[config.mk]
export PLATFORM = sky130hd
export DESIGN_NAME = cnn_conv3x3
export DESIGN_NICKNAME = d
export VERILOG_FILES = /design/src/rtl/cnn_pkg.sv /design/src/rtl/cnn_conv_wbank.sv /design/src/rtl/cnn_conv3x3.sv
export SDC_FILE = /design/constraint.sdc
export NUM_CORES = 1
export LEC_CHECK = 0
export ABC_CLOCK_PERIOD_IN_PS = 13490
export CAP_MARGIN = 10
export CORE_UTILIZATION = 50
export DETAILED_ROUTE_END_ITERATION = 8
export PLACE_DENSITY = 0.67
export SYNTH_ARGS = -nofsm -noshare
export SYNTH_HDL_FRONTEND = slang
export SYNTH_SLANG_ARGS = --single-unit
[constraint.sdc]
create_clock -name clk -period 13.49 [get_ports clk]
set_input_delay 1.349 -clock clk [delete_from_list [all_inputs] [get_ports clk]]
set_output_delay 1.349 -clock clk [all_outputs]
set_load 0.05 [all_outputs]
[src/rtl/cnn_pkg.sv]
// ----------------------------------------------------------------------------
// cnn_pkg : shared constants, FSM encoding and window ordering helpers
// rev 1.0
// ----------------------------------------------------------------------------
`default_nettype none

package cnn_pkg;

  localparam int TAPS          = 9;
  localparam int TAP_BIAS      = 9;
  localparam int TAPS_PER_FILT = 10;
  localparam int WIN_DIM       = 3;
  localparam int FMAP_DIM      = 26;
  localparam int FMAP_SIZE     = FMAP_DIM * FMAP_DIM;

  typedef logic [1:0] state_t;

  localparam logic [1:0] ST_IDLE  = 2'd0;
  localparam logic [1:0] ST_SHIFT = 2'd1;
  localparam logic [1:0] ST_BIAS  = 2'd2;
  localparam logic [1:0] ST_WRITE = 2'd3;

  // Window taps arrive row-major: tap = row*WIN_DIM + col.
  function automatic int tap_row(input int tap);
    return tap / WIN_DIM;
  endfunction

  function automatic int tap_col(input int tap);
    return tap % WIN_DIM;
  endfunction

endpackage

`default_nettype wire

[src/rtl/cnn_conv_wbank.sv]
// ----------------------------------------------------------------------------
// cnn_conv_wbank : NUM_FILT x 10 weight/bias register file, parallel read
// rev 1.0
// ----------------------------------------------------------------------------
`default_nettype none

module cnn_conv_wbank #(
  parameter int NUM_FILT = 4,
  parameter int W_WIDTH  = 8,
  parameter int ADDR_W   = $clog2(NUM_FILT * cnn_pkg::TAPS_PER_FILT)
) (
  input  logic                          clk,
  input  logic                          rst_n,
  input  logic                          wr_en,
  input  logic                          w_we,
  input  logic [ADDR_W-1:0]             w_addr,
  input  logic [W_WIDTH-1:0]            w_data,
  input  logic [3:0]                    tap,
  output logic [NUM_FILT*W_WIDTH-1:0]   tap_w,
  output logic [NUM_FILT*W_WIDTH-1:0]   bias_w
);
  import cnn_pkg::*;

  localparam int DEPTH = NUM_FILT * TAPS_PER_FILT;

  logic [W_WIDTH-1:0] bank [DEPTH];

  always_ff @(posedge clk or negedge rst_n) begin
    if (!rst_n) begin
      for (int i = 0; i < DEPTH; i++) bank[i] <= '0;
    end else if (w_we && wr_en && (w_addr < ADDR_W'(DEPTH))) begin
      bank[w_addr] <= w_data;
    end
  end

  for (genvar f = 0; f < NUM_FILT; f++) begin : g_rd
    localparam logic [ADDR_W-1:0] BASE = ADDR_W'(f * TAPS_PER_FILT);
    assign tap_w[f*W_WIDTH +: W_WIDTH]  = bank[BASE + ADDR_W'(tap)];
    assign bias_w[f*W_WIDTH +: W_WIDTH] = bank[BASE + ADDR_W'(TAP_BIAS)];
  end

endmodule

`default_nettype wire

[src/rtl/cnn_conv3x3.sv]
// ----------------------------------------------------------------------------
// cnn_conv3x3 : bit-serial 3x3 binary-window convolution, NUM_FILT in parallel
// rev 1.0
// ----------------------------------------------------------------------------
`default_nettype none

module cnn_conv3x3 #(
  parameter int NUM_FILT  = 4,
  parameter int W_WIDTH   = 8,
  parameter int ACC_WIDTH = 12,
  parameter int FMAP_SIZE = cnn_pkg::FMAP_SIZE,
  parameter int ADDR_W    = $clog2(NUM_FILT * cnn_pkg::TAPS_PER_FILT),
  parameter int FILT_W    = (NUM_FILT > 1) ? $clog2(NUM_FILT) : 1
) (
  input  logic               clk,
  input  logic               rst_n,
  input  logic               clr,
  input  logic               strt,
  input  logic               din,
  output logic               bsy,
  input  logic               w_we,
  input  logic [ADDR_W-1:0]  w_addr,
  input  logic [W_WIDTH-1:0] w_data,
  output logic               fm_we,
  output logic [9:0]         fm_addr,
  output logic [FILT_W-1:0]  fm_filt,
  output logic [7:0]         fm_data,
  output logic               frame_done
);
  import cnn_pkg::*;

  localparam logic [FILT_W-1:0] LAST_FILT = FILT_W'(NUM_FILT - 1);
  localparam logic [9:0]        LAST_PIX  = 10'(FMAP_SIZE - 1);
  localparam logic [3:0]        LAST_TAP  = 4'(TAPS - 1);

  state_t                      state;
  logic [3:0]                  tap;
  logic [FILT_W-1:0]           fcnt;
  logic [FILT_W-1:0]           next_filt;
  logic [9:0]                  pix;
  logic signed [ACC_WIDTH-1:0] acc      [NUM_FILT];
  logic signed [ACC_WIDTH-1:0] tap_ext  [NUM_FILT];
  logic signed [ACC_WIDTH-1:0] biased   [NUM_FILT];
  logic [NUM_FILT*W_WIDTH-1:0] tap_w;
  logic [NUM_FILT*W_WIDTH-1:0] bias_w;

  cnn_conv_wbank #(
    .NUM_FILT (NUM_FILT),
    .W_WIDTH  (W_WIDTH),
    .ADDR_W   (ADDR_W)
  ) u_wbank (
    .clk    (clk),
    .rst_n  (rst_n),
    .wr_en  (state == ST_IDLE),
    .w_we   (w_we),
    .w_addr (w_addr),
    .w_data (w_data),
    .tap    (tap),
    .tap_w  (tap_w),
    .bias_w (bias_w)
  );

  for (genvar f = 0; f < NUM_FILT; f++) begin : g_filt
    logic [W_WIDTH-1:0] wv;
    logic [W_WIDTH-1:0] bv;
    assign wv         = tap_w[f*W_WIDTH +: W_WIDTH];
    assign bv         = bias_w[f*W_WIDTH +: W_WIDTH];
    assign tap_ext[f] = {{(ACC_WIDTH-W_WIDTH){wv[W_WIDTH-1]}}, wv};
    assign biased[f]  = acc[f] + {{(ACC_WIDTH-W_WIDTH){bv[W_WIDTH-1]}}, bv};
  end

  assign next_filt = fcnt + 1'b1;
  assign bsy       = (state != ST_IDLE);

  function automatic logic [7:0] relu_sat(input logic signed [ACC_WIDTH-1:0] v);
    if (v[ACC_WIDTH-1])
      return 8'd0;
    else if (|v[ACC_WIDTH-2:8])
      return 8'hFF;
    else
      return v[7:0];
  endfunction

  // The first write is loaded on the BIAS edge from the biased sum so that
  // registered fm_* outputs line up with the WRITE cycles.
  always_ff @(posedge clk or negedge rst_n) begin
    if (!rst_n) begin
      state      <= ST_IDLE;
      tap        <= '0;
      fcnt       <= '0;
      pix        <= '0;
      fm_we      <= 1'b0;
      fm_addr    <= '0;
      fm_filt    <= '0;
      fm_data    <= '0;
      frame_done <= 1'b0;
      for (int f = 0; f < NUM_FILT; f++) acc[f] <= '0;
    end else if (clr) begin
      state      <= ST_IDLE;
      tap        <= '0;
      fcnt       <= '0;
      pix        <= '0;
      fm_we      <= 1'b0;
      frame_done <= 1'b0;
      for (int f = 0; f < NUM_FILT; f++) acc[f] <= '0;
    end else begin
      fm_we      <= 1'b0;
      frame_done <= 1'b0;
      case (state)
        ST_IDLE: begin
          if (strt) begin
            state <= ST_SHIFT;
            tap   <= '0;
            for (int f = 0; f < NUM_FILT; f++) acc[f] <= '0;
          end
        end
        ST_SHIFT: begin
          if (din) begin
            for (int f = 0; f < NUM_FILT; f++) acc[f] <= acc[f] + tap_ext[f];
          end
          if (tap == LAST_TAP) state <= ST_BIAS;
          else                 tap   <= tap + 4'd1;
        end
        ST_BIAS: begin
          for (int f = 0; f < NUM_FILT; f++) acc[f] <= biased[f];
          state   <= ST_WRITE;
          fcnt    <= '0;
          fm_we   <= 1'b1;
          fm_filt <= '0;
          fm_addr <= pix;
          fm_data <= relu_sat(biased[0]);
        end
        default: begin
          if (fcnt == LAST_FILT) begin
            state <= ST_IDLE;
            if (pix == LAST_PIX) begin
              pix        <= '0;
              frame_done <= 1'b1;
            end else begin
              pix <= pix + 10'd1;
            end
          end else begin
            fcnt    <= next_filt;
            fm_we   <= 1'b1;
            fm_filt <= next_filt;
            fm_addr <= pix;
            fm_data <= relu_sat(acc[next_filt]);
          end
        end
      endcase
    end
  end

endmodule

`default_nettype wire

==> results of run 1 <==
## flip-flops by register name, summed over array words and instances, names as in the netlist
name            cells
u_wbank.bank      288
acc                48
u_wbank.bias_w     32
fm_addr            10
pix                10
fm_data             8
tap                 4
fcnt                2
fm_filt             2
state               2
fm_we               1
frame_done          1
## report_power, final
group | internal (mW) | switching, mW | total, mW
clock network | 0.801 | 0.553 | 1.35
registers | 1.44 | 0.217 | 1.65
logic | 0.694 | 0.739 | 1.43
## logic make-up (layout without fill, tap and decap cells)
group                      after synthesis  in the layout  share of synthesized area (%)
buffers and inverters                  161            193                           2.53
adders and majority gates              113            113                           5.73
DFF                                    408            408                           39.7
and+or+nand+nor                        366            366                           6.52
AOI/OAI and AO/OA                      321            321                           7.70
muxes                                  585            585                           35.0
xor gates and xnor gates                81             81                           2.87
## cell usage after synthesis (3+ instances only)
cell       number
a2111oi_0       6
a211o_1         3
a211oi_1       11
a21o_1         10
a21oi_1        51
a22oi_1        40
a31oi_1         7
a32oi_1         4
and2_1          5
and3_1         11
buf_1           9
buf_2          16
buf_4           3
clkbuf_1       90
dfrtp_1       408
fa_1            8
ha_1          105
inv_1          38
mux2_2        345
mux2i_1        26
mux4_1          6
mux4_2        208
nand2_1       133
nand2b_1       10
nand3_1        23
nand4b_1        3
nor2_1         98
nor2b_1        12
nor3_1         38
nor4_1          3
o211ai_1       12
o21a_1          6
o21ai_0       135
o21bai_1        6
o31ai_1         3
o41ai_1         8
or2_2           5
or3_1          12
xnor2_1        53
xor2_1         26
## per-stage QoR
stage | power, mW | hold slack (ns) | util [%] | std cells | area [µm²]
floorplan | 2.66 | 0.488 | - | 2035 | 25700
global placement | 3.04 | 0.489 | 52.9 | 2653 | 26700
detailed placement | 3.09 | 0.493 | 52.9 | 2653 | 26700
CTS | 4.45 | 0.507 | 56.2 | 2739 | 28400
global route | 4.64 | 0.524 | 56.2 | 2739 | 28400
finish | 4.44 | 0.503 | 56.2 | 2739 | 28400
## layout make-up
cell class / count / area, µm² / share of cell area, %
multi-input combinational: 1466 / 14900 / 52.5
inverter: 41 / 154 / 0.543
timing repair buffer: 66 / 631 / 2.22
tap: 672 / 841 / 2.96
clock inverter: 23 / 290 / 1.02
sequential: 408 / 10200 / 36.0
clock buffer: 63 / 1350 / 4.75
## worst max-delay path, delay by kind of cell, from the launching register on
family | cells | cell delay (ns)
AO/OA/AOI/OAI | 7 | 1.93
buffers and inverters | 3 | 1.08
adder cells (fa/ha/maj) | 2 | 0.99
flip-flops | 1 | 0.95
multiplexers | 2 | 0.87
AND/OR/NAND/NOR | 2 | 0.22
XOR/XNOR | 1 | 0.20
## path summary, 6_finish.rpt
check | slack (ns) | to | from
max | 7.10 | acc[11]$_DFFE_PN0P_ | tap[1]$_DFFE_PN0P_
min | 0.50 | fm_addr[0]$_DFFE_PN0P_ | fm_addr[0]$_DFFE_PN0P_
max reg2reg | 7.10 | acc[11]$_DFFE_PN0P_ | tap[1]$_DFFE_PN0P_
min reg2reg | 0.50 | fm_addr[0]$_DFFE_PN0P_ | fm_addr[0]$_DFFE_PN0P_
max in group asynchronous | 10.23 | u_wbank.bank[302]$_DFFE_PN0P_ | rst_n
min in group asynchronous | 0.80 | pix[2]$_DFFE_PN0P_ | rst_n
## per-layer routing
metal / global-route usage [%] / routed length, µm / up-vias
met5: 0 / 19 / -
met4: 10.3 / 2470 / 2
met1: 37.4 / 29400 / 9213
met3: 4.75 / 4980 / 130
li1: - / - / 7765
met2: 44.1 / 33500 / 709
==> flow_summary.ini, run 1 <==
[sta]
fin_crit_ns = 6.39
rsz0062_at_grt = no
fmax_mhz = 156
hold_violations = 0
timing.final.ws_setup_ns = 7.10
fin_crit_sh_pct = 47.4
tns_ns = 0
setup_violations = 0
finalMaxSlewViolations = 0
fin_skew_ns = 0.0155
relSlewSlack_pct = 21.5
worst_pin_slew_ns = 1.17

[clocking]
cts_hold_buf = 0
cts_resized = 0
htreeDepth = 2
cts_sinks = 408
tritoncts = done
cts_setup_buffers = 0
cts_buffer_depth = 3
path_clk_slew_ns = 0.06
clock_latency_ns = 0.61
cts-root-buf = clkbuf_16
cts_buffers = 47

[synth]
ys_ff_latch = 408
netlist.area_leader.share_pct = 39.7
ys_warn_count = 0
syn_inst = 2035
ys.flop_type = dfrtp_1
yosysSeqAreaShare_pct = 39.7
synth_cell_types = 69
syn_area_per_cell_um2 = 12.6
synth_nets = 2168
synth_edf_count = 0
async_flop_share_pct = 100
synth_area_leader_cell = dfrtp_1
synth_top_cells_by_area = dfrtp_1 (40%), mux4_2 (18%), mux2_2 (15%), ha_1 (5.1%), o21ai_0 (2.6%)
synth.cell_area_um2 = 25700

[global_route]
grt_pass1_wl_um = 110000
grt_pass1_vias = 18200
antenna_found_initial = 1
gr-total-overflow = 0
grtUsageTotal_pct = 27.4
grt_max_degree = 161

[worst_setup_path]
end_kind = flip-flop
worstPathArrival_ns = 6.87
startpoint_type = flip-flop
worstSetupPathType = flip-flop to flip-flop
slowest_delay_ns = 0.95
path_max_fanout = 59
path_cells = inv_2 -> ha_2 -> buf_4 -> mux4_2 -> mux2_2 -> nand2_1 -> o21a_1 -> inv_1 -> ha_1 -> a211oi_1 -> o21ai_0 -> a31o_2 -> a21o_1 -> a2111oi_0 -> nor3_1 -> xor3_1 -> a211o_1
cp_slowest_cell = dfrtp_4
critical_path_required_ns = 13.97
reg2reg_depth = 17

[drt]
ant_nets = 0
vias = 17800
routed_via_density = 6.51
drt_first_pass_iters = 6
drt_iter0_drc = 1504
route.detailed.drc = 0
wl_per_cell_um = 25.7
finalWirelength_um = 70400

[layout]
final_cell_mix = dfrtp_1 (405), mux2_2 (345), mux4_2 (208)
antenna_cells = 0
drive_gt1_share_pct = 32.9
fillCellCount = 4137
final_common_cell = dfrtp_1
syn_to_final_growth_pct = 10.3
final_nets = 2163

[pwr]
power.density_nw_per_um2 = 157
ir_worst_vdd_mv = 0.0947
leakagePower_nw = 12.5

[floorplan]
dieArea_um2 = 52300
initial_core_util_pct = 50.9
rows = 82
design.core.area_um2 = 50500
ios = 43
die_y_um = 229
die_w_um = 229

[outcome]
status = finished clean

[worst_hold_path]
hold_path_depth = 1
hold_path.class = flip-flop to flip-flop

[placed_design]
dp_hpwl_um = 48400
gp_congestion = 0.881
dp_slack_ns = 7.22
numPortBuffers = 42

[job]
drv_cap = 0
Power figures use the tool's default switching activity.
==> run 2, diff against run 1 <==
--- a/config.mk
+++ b/config.mk
@@ -5,11 +5,11 @@
 export SDC_FILE = /design/constraint.sdc
 export NUM_CORES = 1
 export LEC_CHECK = 0
-export ABC_CLOCK_PERIOD_IN_PS = 13490
+export ABC_CLOCK_PERIOD_IN_PS = 5800
 export CAP_MARGIN = 10
 export CORE_UTILIZATION = 50
 export DETAILED_ROUTE_END_ITERATION = 8
-export PLACE_DENSITY = 0.67
+export PLACE_DENSITY = 0.7
 export SYNTH_ARGS = -nofsm -noshare
 export SYNTH_HDL_FRONTEND = slang
 export SYNTH_SLANG_ARGS = --single-unit
==> constraint.sdc (replaced) <==
create_clock -name clk -period 5.8 [get_ports clk]
set_input_delay 0.58 -clock clk [delete_from_list [all_inputs] [get_ports clk]]
set_output_delay 0.58 -clock clk [all_outputs]
set_load 0.05 [all_outputs]
==> run 2 against run 1 <==
Net effect:
- die area did not move
- fmax rose by 25%
- first-iteration DRC count fell by 2.7%
- final cell count rose by 0.26%
- non-clock buffer count rose by 12
- sequential cell count did not move
- global-route usage rose by 0.16 points
- largest power group unchanged
==> flow_summary.ini, run 2 (synthesis gave the netlist of run 1 again) <==
[layout]
final_common_cell = dfrtp_1
antenna_cells = 0
syn_to_final_growth_pct = 10.5
final_util_pct = 56.3
fillCellCount = 4082
largest_register_ffs = 288
final_nets = 2173
regMostFlops = u_wbank.bank
drive_gt1_share_pct = 33.3
final_cell_mix = dfrtp_1 (405), mux2_2 (345), mux4_2 (208)

[sta]
whs_ns = 0.0364
fin_crit_sh_pct = 88.3
fin_crit_ns = 5.12
relSlewSlack_pct = 24.7
tns_ns = 0
setup_violations = 0
fin_skew_ns = 0.0151
hold_violations = 0
worst_pin_slew_ns = 1.12
fmax_mhz = 195
rsz0062_at_grt = no
finalMaxSlewViolations = 0

[floorplan]
rows = 82
design.core.area_um2 = 50500
dieArea_um2 = 52300
ios = 43
die_y_um = 229
initial_core_util_pct = 50.9
die_w_um = 229

[clocking]
htreeDepth = 2
tritoncts = done
cts-root-buf = clkbuf_16
clock_latency_ns = 0.60
cts_buffers = 45
cts_sinks = 408
cts_buffer_depth = 3
cts_hold_buf = 0
path_clk_slew_ns = 0.07
cts_resized = 0
cts_setup_buffers = 0

[global_route]
grtUsageTotal_pct = 27.6
gr-total-overflow = 0
grt_max_degree = 148
grt_pass1_vias = 18200
antenna_found_initial = 0
grt_pass1_wl_um = 111000

[worst_setup_path]
slowest_delay_ns = 0.80
worstPathArrival_ns = 5.60
worstSetupPathType = flip-flop to flip-flop
cp_slowest_cell = dfrtp_4
critical_path_required_ns = 6.28
path_buf_inv = 1
end_kind = flip-flop
cp_top_family = compound AO/OA/AOI/OAI gates
path_max_fanout = 29
path_cells = buf_4 -> mux4_2 -> mux4_2 -> mux2_2 -> nand2_1 -> o21ai_0 -> ha_1 -> o21ai_0 -> o21ai_0 -> a31o_2 -> a21o_1 -> a2111oi_0 -> nor3_1 -> xor3_1 -> a211o_1
cp_common_cell = o21ai_0
startpoint_type = flip-flop

[pwr]
power.density_nw_per_um2 = 362
finalPower_mw = 10.3
leakagePower_nw = 12.5
ir_worst_vdd_mv = 0.282

[drt]
finalWirelength_um = 70900
route.detailed.drc = 0
wl_per_cell_um = 25.8
drt_first_pass_iters = 5
ant_nets = 0
drt_iter0_drc = 1464
routed_via_density = 6.61
vias = 18100

[placed_design]
dp_hpwl_um = 50200
numPortBuffers = 42
gp_congestion = 0.934

[job]
drv_cap = 0

[outcome]
status = finished clean

[worst_hold_path]
hold_path.class = input port to async pin
run 2: cell types whose count changed in the layout (fill, tap and decap cells not counted), moves of 2 or more:
cell and change:
buf_4 +8, buf_12 +4, clkinv_2 -4, clkinv_4 +4, clkbuf_1 -3, clkbuf_16 -3
inv_6 +2
run 2: metal layers:
metal	vias to the layer above	wire [µm]	track usage [%]
li1	7783	-	-
met1	9421	29100	36.8
met2	772	33100	43.5
met3	167	5850	6.94
met4	0	2860	10.8
met5	-	0	0
run 2: report_power, final:
group | total (mW) | internal, mW | switching, mW
Sequential | 3.92 | 3.34 | 0.575
Clock | 3.05 | 1.80 | 1.26
Combinational | 3.33 | 1.64 | 1.69
run 2: cell type report:
type	instances	area [µm²]	area share (%)
clock inverter	25	310	1.09
sequential	408	10200	36.0
inverter	41	154	0.541
multi-input combinational	1466	14900	52.4
tap	672	841	2.96
clock buffer	56	1250	4.39
timing repair buffer	78	771	2.71
run 2: through the flow:
step / cell area (µm²) / setup WS [ns] / instances
5_1_grt: 28400 / 0.259 / 2746
4_1_cts: 28400 / 0.701 / 2745
3_3_place_gp: 26900 / 0.737 / 2664
3_5_place_dp: 26900 / 0.768 / 2664
6_report: 28400 / 0.678 / 2746
2_1_floorplan: 25700 / 0.331 / 2035
run 2: worst register-to-register path, stage by stage (launching register included):
cell and delay, ns:
dfrtp_4 0.80, buf_4 0.34, mux4_2 0.55, mux4_2 0.54, mux2_2 0.33, nand2_1 0.07
o21ai_0 0.12, ha_1 0.35, o21ai_0 0.24, o21ai_0 0.12, a31o_2 0.27, a21o_1 0.21
a2111oi_0 0.45, nor3_1 0.13, xor3_1 0.20, a211o_1 0.29
run 2: worst paths after layout:
| path | start | end | slack [ns] | depth (start not counted) |
|---|---|---|---|---|
| setup / recovery | tap[0]$_DFFE_PN0P_ | acc[11]$_DFFE_PN0P_ | 0.68 | 15 |
| hold / removal | rst_n | fm_addr[2]$_DFFE_PN0P_ | 0.04 | 1 |
| setup reg to reg | tap[0]$_DFFE_PN0P_ | acc[11]$_DFFE_PN0P_ | 0.68 | 15 |
| hold reg to reg | fm_addr[4]$_DFFE_PN0P_ | fm_addr[4]$_DFFE_PN0P_ | 0.50 | 1 |
| max in group asynchronous | rst_n | u_wbank.bank[25]$_DFFE_PN0P_ | 4.33 | 2 |
| min in group clk | fm_addr[4]$_DFFE_PN0P_ | fm_addr[4]$_DFFE_PN0P_ | 0.50 | 1 |
==> run 3, diff against run 2 <==
--- a/config.mk
+++ b/config.mk
@@ -5,11 +5,12 @@
 export SDC_FILE = /design/constraint.sdc
 export NUM_CORES = 1
 export LEC_CHECK = 0
-export ABC_CLOCK_PERIOD_IN_PS = 5800
+export ABC_CLOCK_PERIOD_IN_PS = 4800
 export CAP_MARGIN = 10
+export CORE_ASPECT_RATIO = 1.2
 export CORE_UTILIZATION = 50
 export DETAILED_ROUTE_END_ITERATION = 8
-export PLACE_DENSITY = 0.7
+export PLACE_DENSITY = 0.67
 export SYNTH_ARGS = -nofsm -noshare
 export SYNTH_HDL_FRONTEND = slang
 export SYNTH_SLANG_ARGS = --single-unit
==> constraint.sdc (replaced) <==
create_clock -name clk -period 4.8 [get_ports clk]
set_input_delay 0.48 -clock clk [delete_from_list [all_inputs] [get_ports clk]]
set_output_delay 0.48 -clock clk [all_outputs]
set_load 0.05 [all_outputs]
==> run 3 against run 2 <==
Net effect:
- combinational power rose by 24%
- non-clock buffer count rose by 28
- via count rose by 0.27%
- final cell count did not move
- sequential power rose by 20%
- worst setup slack got worse by 0.53 ns
- sequential share of layout area fell by 0.40 points
==> flow_summary.ini, run 3 (synthesis gave the netlist of run 1 again) <==
[floorplan]
die_y_um = 250
rows = 90
initial_core_util_pct = 50.9
die_w_um = 209
dieArea_um2 = 52300
ios = 43
design.core.area_um2 = 50600

[drt]
route.detailed.drc = 0
drt_iter0_drc = 1650
routed_via_density = 6.62
drt_first_pass_iters = 5
vias = 18200
ant_nets = 0
wl_per_cell_um = 26.7
finalWirelength_um = 73300

[global_route]
gr-total-overflow = 0
grtUsageTotal_pct = 28.6
grt_max_degree = 106
grt_pass1_wl_um = 113000
antenna_found_initial = 1
grt_pass1_vias = 18200

[clocking]
clock_latency_ns = 0.60
cts_buffers = 44
cts_setup_buffers = 0
cts_buffer_depth = 3
cts_sinks = 408
tritoncts = done
path_clk_slew_ns = 0.07
htreeDepth = 2
cts-root-buf = clkbuf_16

[sta]
finalMaxSlewViolations = 0
timing.final.ws_setup_ns = 0.147
relSlewSlack_pct = 18.0
fin_crit_sh_pct = 96.9
tns_ns = 0
worst_pin_slew_ns = 1.22
fin_skew_ns = 0.0167
hold_violations = 0
setup_violations = 0
fmax_mhz = 215
fin_crit_ns = 4.65
rsz0062_at_grt = yes

[layout]
syn_to_final_growth_pct = 11.8
regArea_um2 = 10200
fin_area_um2 = 28700
final_common_cell = dfrtp_1
antenna_cells = 0
regMostFlops = u_wbank.bank
drive_gt1_share_pct = 34.1
multi_input_area_um2 = 14900
fillCellCount = 4063
largest_register_ffs = 288
final_cell_mix = dfrtp_1 (405), mux2_2 (345), mux4_2 (208)
final_nets = 2200

[worst_hold_path]
hold_path_depth = 1
hold_path.class = flip-flop to flip-flop

[worst_setup_path]
worstSetupPathType = flip-flop to flip-flop
startpoint_type = flip-flop
worstPathArrival_ns = 5.08
critical_path_required_ns = 5.23
path_max_fanout = 15
end_kind = flip-flop
reg2reg_depth = 18

[placed_design]
numPortBuffers = 42
dp_hpwl_um = 52400
dp_slack_ns = 0.157
dpl-instance-area_um2 = 27100
gp_congestion = 0.914

[job]
drv_cap = 0

[pwr]
ir_worst_vdd_mv = 0.262
leakagePower_nw = 12.7
power.density_nw_per_um2 = 440

[outcome]
status = finished clean
## run 3: cell types whose count changed in the layout (fill, tap and decap cells not counted), sizes merged
cell / previous run / this run
buf: 37 / 64
bufinv: 6 / 8
clkbuf: 56 / 58
clkinv: 13 / 10
clkinvlp: 5 / 4
dlygate4sd3: 0 / 1
## run 3: cell type report
cell class                      count  share of cell area (%)
Timing Repair Buffer              106                    3.72
Clock buffer                       58                    4.26
Sequential cell                   408                    35.6
Tap cell                          644                    2.80
Clock inverter                     23                    1.26
Multi-Input combinational cell   1466                    51.9
Inverter                           41                   0.535
## run 3: per-stage QoR
| step | total power, mW | util, % | instances | hold WS (ns) |
|---|---|---|---|---|
| 2_1_floorplan | 7.49 | - | 2035 | 0.184 |
| 3_3_place_gp | 8.72 | 53.6 | 2664 | 0.491 |
| 3_5_place_dp | 8.84 | 53.6 | 2664 | 0.494 |
| 4_1_cts | 12.7 | 56.8 | 2746 | 0.508 |
| 5_1_grt | 13.2 | 56.8 | 2746 | 0.527 |
| 6_report | 12.6 | 56.8 | 2746 | 0.503 |
## run 3: where the power goes
part | internal, mW | total, mW | leakage, nW | switching, mW
logic | 2.06 | 4.13 | 6.38 | 2.07
clock network | 2.25 | 3.80 | 0.769 | 1.55
registers | 4.04 | 4.70 | 5.52 | 0.665
total | 8.35 | 12.6 | 12.7 | 4.29
## run 3: worst paths after layout
| kind | start | end | slack (ns) |
|---|---|---|---|
| hold / removal | fm_addr[1]$_DFFE_PN0P_ | fm_addr[1]$_DFFE_PN0P_ | 0.50 |
| max in group asynchronous | rst_n | u_wbank.bank[11]$_DFFE_PN0P_ | 3.04 |
| setup / recovery | tap[1]$_DFFE_PN0P_ | acc[10]$_DFFE_PN0P_ | 0.15 |
| hold reg to reg | fm_addr[1]$_DFFE_PN0P_ | fm_addr[1]$_DFFE_PN0P_ | 0.50 |
| setup reg to reg | tap[1]$_DFFE_PN0P_ | acc[10]$_DFFE_PN0P_ | 0.15 |
| min in group asynchronous | rst_n | fm_addr[3]$_DFFE_PN0P_ | 0.53 |
## run 3: routing by layer
layer,track usage [%],share of wire (%),up-vias
li1,-,-,7855
met1,37.8,41,9453
met2,46.7,48,727
met3,4.84,6.2,157
met4,12.0,4.3,0
met5,0,0,-
## run 3: critical path, cell delays in order (launching register included)
cell,delay (ns)
dfrtp_4,0.46
inv_2,0.05
ha_2,0.17
ha_1,0.37
buf_12,0.23
mux4_2,0.59
mux2_2,0.32
nand2_1,0.07
o21ai_0,0.14
ha_1,0.34
buf_4,0.15
nor2b_1,0.12
o21ai_0,0.20
a21oi_1,0.14
o41ai_1,0.51
o21ai_0,0.21
xor2_1,0.18
a22oi_1,0.14
o21ai_0,0.10
## run 3: what timing repair did
action / in CTS / in global routing
hold endpoints to repair: 64 / 0
hold buffers: 1 / 0
resized for setup: 0 / 8
setup endpoints to repair: 0 / 4
